--- src/rtl/traffic_pkg.sv ---
// Shared definitions for the traffic phase sequencer: phase codes,
// sequencer state encoding and approach count.
package traffic_pkg;

  localparam int NUM_APPROACH = 4;

  // Phase code P = {s0,s1,s2}: even = approach green, odd = approach yellow.
  localparam logic [2:0] PH_G0 = 3'd0;
  localparam logic [2:0] PH_Y0 = 3'd1;
  localparam logic [2:0] PH_G1 = 3'd2;
  localparam logic [2:0] PH_Y1 = 3'd3;
  localparam logic [2:0] PH_G2 = 3'd4;
  localparam logic [2:0] PH_Y2 = 3'd5;
  localparam logic [2:0] PH_G3 = 3'd6;
  localparam logic [2:0] PH_Y3 = 3'd7;

  typedef enum logic [1:0] {
    IDLE   = 2'd0,
    GREEN  = 2'd1,
    YELLOW = 2'd2
  } state_t;

  // Builds the phase code for an approach and colour.
  function automatic logic [2:0] phase_code(input logic [1:0] appr, input logic yellow);
    return {appr, yellow};
  endfunction

endpackage

--- src/rtl/tick_prescaler.sv ---
// Divides clk down to a one-cycle tick every TICK_DIV cycles. clr restarts
// the count so that each phase begins on a tick boundary.
module tick_prescaler #(
  parameter int TICK_DIV = 1000
) (
  input  logic clk,
  input  logic rst,
  input  logic clr,
  output logic tick
);

  localparam int CW = (TICK_DIV > 1) ? $clog2(TICK_DIV) : 1;
  localparam logic [CW-1:0] LAST = CW'(TICK_DIV - 1);

  logic [CW-1:0] r_cnt;

  assign tick = (r_cnt == LAST);

  // Count 0..TICK_DIV-1 and wrap; held at zero while cleared.
  always_ff @(posedge clk) begin
    if (rst || clr) begin
      r_cnt <= '0;
    end else if (tick) begin
      r_cnt <= '0;
    end else begin
      r_cnt <= r_cnt + 1'b1;
    end
  end

endmodule

--- src/rtl/traffic_phase_seq.sv ---
// Timed green/yellow phase sequencer for four approaches with demand-based
// skipping. Outputs are decoded from registers only.
// Handshake note: there is no valid/ready handshake here; req is a level
// input sampled only on the last cycle of a yellow phase.
module traffic_phase_seq
  import traffic_pkg::*;
#(
  parameter int TICK_DIV     = 1000,
  parameter int GREEN_TICKS  = 30,
  parameter int YELLOW_TICKS = 4
) (
  input  logic       clk,
  input  logic       rst,
  input  logic       en,
  input  logic [3:0] req,
  output logic       i,
  output logic       s0,
  output logic       s1,
  output logic       s2,
  output logic       phase_start,
  output logic [1:0] dbg_state
);

  localparam int TMAX = (GREEN_TICKS > YELLOW_TICKS) ? GREEN_TICKS : YELLOW_TICKS;
  localparam int TW   = $clog2(TMAX + 1);
  localparam logic [TW-1:0] G_LAST = TW'(GREEN_TICKS - 1);
  localparam logic [TW-1:0] Y_LAST = TW'(YELLOW_TICKS - 1);

  state_t        r_state;
  state_t        w_state_nxt;
  logic [1:0]    r_appr;
  logic [1:0]    w_appr_nxt;
  logic [TW-1:0] r_timer;
  logic          r_phase_start;
  logic          w_enter;
  logic          w_tick;
  logic          w_clr;
  logic          w_timer_done;
  logic [2:0]    w_p;

  // Round-robin search from the approach after cur; all-zero demand falls
  // back to the next approach, and cur itself is checked last.
  function automatic logic [1:0] next_appr(input logic [1:0] cur, input logic [3:0] dem);
    logic [1:0] idx;
    logic       found;
    next_appr = cur + 2'd1;
    found     = 1'b0;
    for (int k = 1; k <= NUM_APPROACH; k++) begin
      idx = cur + k[1:0];
      if (!found && dem[idx]) begin
        next_appr = idx;
        found     = 1'b1;
      end
    end
  endfunction

  assign w_clr = w_enter || (w_state_nxt == IDLE);

  tick_prescaler #(
    .TICK_DIV(TICK_DIV)
  ) u_prescaler (
    .clk (clk),
    .rst (rst),
    .clr (w_clr),
    .tick(w_tick)
  );

  // Timer reaches its limit in the last cycle of the phase, on the final tick.
  always_comb begin
    w_timer_done = 1'b0;
    if (w_tick) begin
      w_timer_done = (r_timer == ((r_state == GREEN) ? G_LAST : Y_LAST));
    end
  end

  // Phase timer: counts ticks, cleared on every phase entry and in IDLE.
  always_ff @(posedge clk) begin
    if (rst || w_clr) begin
      r_timer <= '0;
    end else if (w_tick) begin
      r_timer <= r_timer + 1'b1;
    end
  end

  // State register: state, current approach and phase-entry pulse.
  always_ff @(posedge clk) begin
    if (rst) begin
      r_state       <= IDLE;
      r_appr        <= 2'd0;
      r_phase_start <= 1'b0;
    end else begin
      r_state       <= w_state_nxt;
      r_appr        <= w_appr_nxt;
      r_phase_start <= w_enter;
    end
  end

  // Next-state logic; en low always drops back to IDLE with approach 0.
  always_comb begin
    w_state_nxt = r_state;
    w_appr_nxt  = r_appr;
    w_enter     = 1'b0;
    case (r_state)
      IDLE: begin
        w_appr_nxt = 2'd0;
        if (en) begin
          w_state_nxt = GREEN;
          w_enter     = 1'b1;
        end
      end
      GREEN: begin
        if (!en) begin
          w_state_nxt = IDLE;
          w_appr_nxt  = 2'd0;
        end else if (w_timer_done) begin
          w_state_nxt = YELLOW;
          w_enter     = 1'b1;
        end
      end
      YELLOW: begin
        if (!en) begin
          w_state_nxt = IDLE;
          w_appr_nxt  = 2'd0;
        end else if (w_timer_done) begin
          w_state_nxt = GREEN;
          w_appr_nxt  = next_appr(r_appr, req);
          w_enter     = 1'b1;
        end
      end
      default: begin
        w_state_nxt = IDLE;
        w_appr_nxt  = 2'd0;
      end
    endcase
  end

  // Output decode from registered state only.
  always_comb begin
    w_p = (r_state == IDLE) ? PH_G0 : phase_code(r_appr, r_state == YELLOW);
  end

  assign i           = (r_state != IDLE);
  assign s0          = w_p[2];
  assign s1          = w_p[1];
  assign s2          = w_p[0];
  assign phase_start = r_phase_start;
  assign dbg_state   = r_state;

endmodule
--- config.mk ---
export PLATFORM = sky130hd
export DESIGN_NAME = traffic_phase_seq
export DESIGN_NICKNAME = d
export VERILOG_FILES = /design/src/rtl/traffic_pkg.sv /design/src/rtl/tick_prescaler.sv /design/src/rtl/traffic_phase_seq.sv
export SDC_FILE = /design/constraint.sdc
export NUM_CORES = 1
export LEC_CHECK = 0
export CORE_ASPECT_RATIO = 0.8
export CORE_MARGIN = 5
export CORE_UTILIZATION = 45
export CTS_BUF_LIST = sky130_fd_sc_hd__clkbuf_4 sky130_fd_sc_hd__clkbuf_8 sky130_fd_sc_hd__clkbuf_16
export DETAILED_ROUTE_END_ITERATION = 16
export GPL_ROUTABILITY_DRIVEN = 0
export MAX_ROUTING_LAYER = met4
export PLACE_DENSITY = 0.77
export SLEW_MARGIN = 5
export SYNTH_ARGS = -nofsm -noshare
export SYNTH_HDL_FRONTEND = slang
export SYNTH_HIERARCHICAL = 1
export SYNTH_SLANG_ARGS = --single-unit
--- constraint.sdc ---
create_clock -name clk -period 3.8 [get_ports clk]
set_input_delay 0.57 -clock clk [delete_from_list [all_inputs] [get_ports clk]]
set_output_delay 0.57 -clock clk [all_outputs]
set_load 0.005 [all_outputs]
==> metrics.cfg <==
[timing]
setup_ws_ns=0.557
worst_pin_slew_ns=0.561
hold_violations=0
setup_viol_count_final=0
max_clock_freq_ghz=0.308
rsz0062_at_grt=false
slew_violations=0
setup_tns_ns=0
fin_worst_skew_ns=0.00945
post-route-period-util_pct=85.3
maxSlewHeadroom_pct=62.5
fin_crit_ns=3.24

[global_routing]
grt_pass1_wl_mm=4.00
grt-ovfl-total=0
grt_max_degree=12
grt_pass1_vias=935
antenna_found_initial=0
grt_usage_pct=13.5

[finish]
drive_above_1_share_pct=8.28
syn_to_final_growth_pct=16.7
nets=172
num_antenna_cells=0
final_util_pct=56.5

[floorplan]
die_area_mm2=0.00386
core-area_mm2=0.00252
die_w_um=68.2
start_util_pct=48.4
die_h_um=56.6
ios=14
row_count=16

[run_status]
status=completed

[critical_path]
rr_startpoint=u_prescaler/r_cnt[0]$_SDFF_PP0_
reg2reg_to=u_prescaler/r_cnt[3]$_SDFF_PP0_
startpoint=u_prescaler/r_cnt[0]$_SDFF_PP0_
critPathMaxFanout=7
worstSetupEndpointType=flop
reg2reg_depth=12
critPathKind=reg -> reg
worstPathRequired_ns=4.05
start_kind=flop
worstPathArrival_ns=3.49
rrSetupSlack_ns=0.56

[routing]
dr.pass1.iters=4
viasPerCell=5.51
drt-wirelength-per-cell_um=12.4
drc_errors=0
ant_nets=0
num_vias=1063
drt_iter0_markers=73
drt_wl_total_mm=2.40

[clock_network]
hold_buffers=0
cts_buffer_depth=2
root_buffer=clkbuf_4
clock_sink_count=20
insertion_delay_ns=0.31
cts_made_buffers=3
post_cts_buffers=0
htree_levels=1
cts_resized=0
path_clk_slew_ns=0.11
cts_tree=yes

[worst_hold_path]
min_from=u_prescaler/r_cnt[0]$_SDFF_PP0_
min_path_type=reg -> reg
whs_path_depth=1
min_to=u_prescaler/r_cnt[0]$_SDFF_PP0_

[logic_synthesis]
synth.cell_area_mm2=0.00122
synth-seq-cells=20
synth_warnings=6
syn_nets=156
syn_inst=142
ys_dominant_reg_cell=dfxtp_1
async_flop_share_pct=0
avgSynthCellArea_um2=8.60
ys_seq_area_share_pct=32.8
synth_cell_type_count=43
synth_edf_count=0

[placement]
pre_cts_ws_ns=0.600
placement.io_buffers=13
dp_hpwl_mm=1.85

[power_and_ir_drop]
p_leak_nw=0.465
ir_worst_vdd_mv=0.0952
pwr_density_cell_mw_per_mm2=276

[flow_run]
drv_cap=0

## critical path, cell delays in order (launching register included)
cell	delay, ns
dfxtp_1	0.37
ha_1	0.23
and4bb_1	0.27
nand2_1	0.12
nor2_1	0.30
and2_1	0.24
and3_1	0.25
o221ai_1	0.14
a211o_1	0.39
a21o_1	0.18
or2_2	0.35
o21bai_2	0.25
nor2_1	0.11
## cells in the final DEF, fill, tap and decap left out, types with 5 or more instances in the layout
cell | netlist | final
a21oi_1 | 5 | 5
clkdlybuf4s50_1 | 0 | 13
dfxtp_1 | 20 | 20
ha_1 | 7 | 7
inv_1 | 7 | 7
nand2_1 | 10 | 10
nand3_1 | 7 | 7
nand4_1 | 5 | 5
nor2_1 | 20 | 20
xnor2_1 | 5 | 5
## worst max-delay path by stage
stage	end	cells past startpoint
after floorplan	u_prescaler/r_cnt[3]$_SDFF_PP0_	13
after global placement	u_prescaler/r_cnt[5]$_SDFF_PP0_	12
after detailed placement	u_prescaler/r_cnt[6]$_SDFF_PP0_	12
after CTS	u_prescaler/r_cnt[3]$_SDFF_PP0_	12
after global routing	u_prescaler/r_cnt[3]$_SDFF_PP0_	12
final	u_prescaler/r_cnt[3]$_SDFF_PP0_	12
## flip-flops by register name, summed over array words and instances (netlist names)
signal and flops:
u_prescaler/r_cnt 10, dbg_state 2, r_timer 5, r_appr 2, phase_start 1
## power breakdown
group          switching, W   total, W  internal (W)
registers        0.00000276   0.000215      0.000213
logic             0.0000284  0.0000515     0.0000231
clock network     0.0000673   0.000126     0.0000585
total             0.0000984   0.000393      0.000294
## final cells by class
cell class / instances / area, um^2
Timing Repair Buffer: 13 / 130
Clock buffer: 4 / 36.3
Sequential cell: 20 / 400
Fill cell: 232 / 1100
Inverter: 7 / 26.3
Tap cell: 36 / 45.0
Multi-Input combinational cell: 113 / 787
## logic make-up (layout without fill, tap and decap cells)
| group | after synthesis | after routing | share of synthesized area [%] |
|---|---|---|---|
| simple gates | 67 | 67 | 30.8 |
| flops | 20 | 20 | 32.8 |
| xor+xnor | 9 | 9 | 6.45 |
| fa+ha+maj | 7 | 7 | 7.17 |
| compound gates | 29 | 29 | 19.2 |
| buf+inv | 9 | 24 | 2.77 |
| mux | 1 | 1 | 0.820 |
## through the flow
step	total power, W	hold slack (ns)	std cells	cell area (um^2)
after CTS	0.000395	0.459	193	1430
final	0.000393	0.453	193	1430
after global placement	0.000269	0.432	189	1390
after floorplan	0.000248	0.418	142	1220
after global routing	0.000408	0.498	193	1430
after detailed placement	0.000271	0.438	189	1390
## cell usage after synthesis, types with 2 or more instances
| library cell | number | share of area, % |
|---|---|---|
| ha_1 | 7 | 7.2 |
| or2_2 | 2 | 1.0 |
| a211oi_1 | 2 | 1.2 |
| xnor2_1 | 5 | 3.6 |
| nand3_1 | 7 | 2.9 |
| nand4_1 | 5 | 2.6 |
| dfxtp_1 | 20 | 33 |
| or3_1 | 3 | 1.5 |
| a21oi_1 | 5 | 2.0 |
| o211ai_1 | 2 | 1.2 |
| nor3_1 | 3 | 1.2 |
| clkbuf_1 | 2 | 0.61 |
| nor2_1 | 20 | 6.1 |
| o221ai_1 | 2 | 1.4 |
| and3_4 | 2 | 1.8 |
| o21ai_0 | 3 | 1.2 |
| nor3b_1 | 2 | 1.2 |
| a2111oi_1 | 4 | 3.3 |
| nor2b_1 | 3 | 1.5 |
| inv_1 | 7 | 2.2 |
| a31oi_1 | 2 | 1.0 |
| nand2_1 | 10 | 3.1 |
| xor2_1 | 4 | 2.9 |
## layer usage
layer  GRT usage, %  up-vias  part of all wire [%]
met5              -        -                     0
met4           6.80        0                   1.4
met3           1.20        3                   2.0
met2           19.0       11                    45
met1           19.1      494                    52
li1               -      555                     -
No activity file was read; power rests on OpenSTA's default activity.
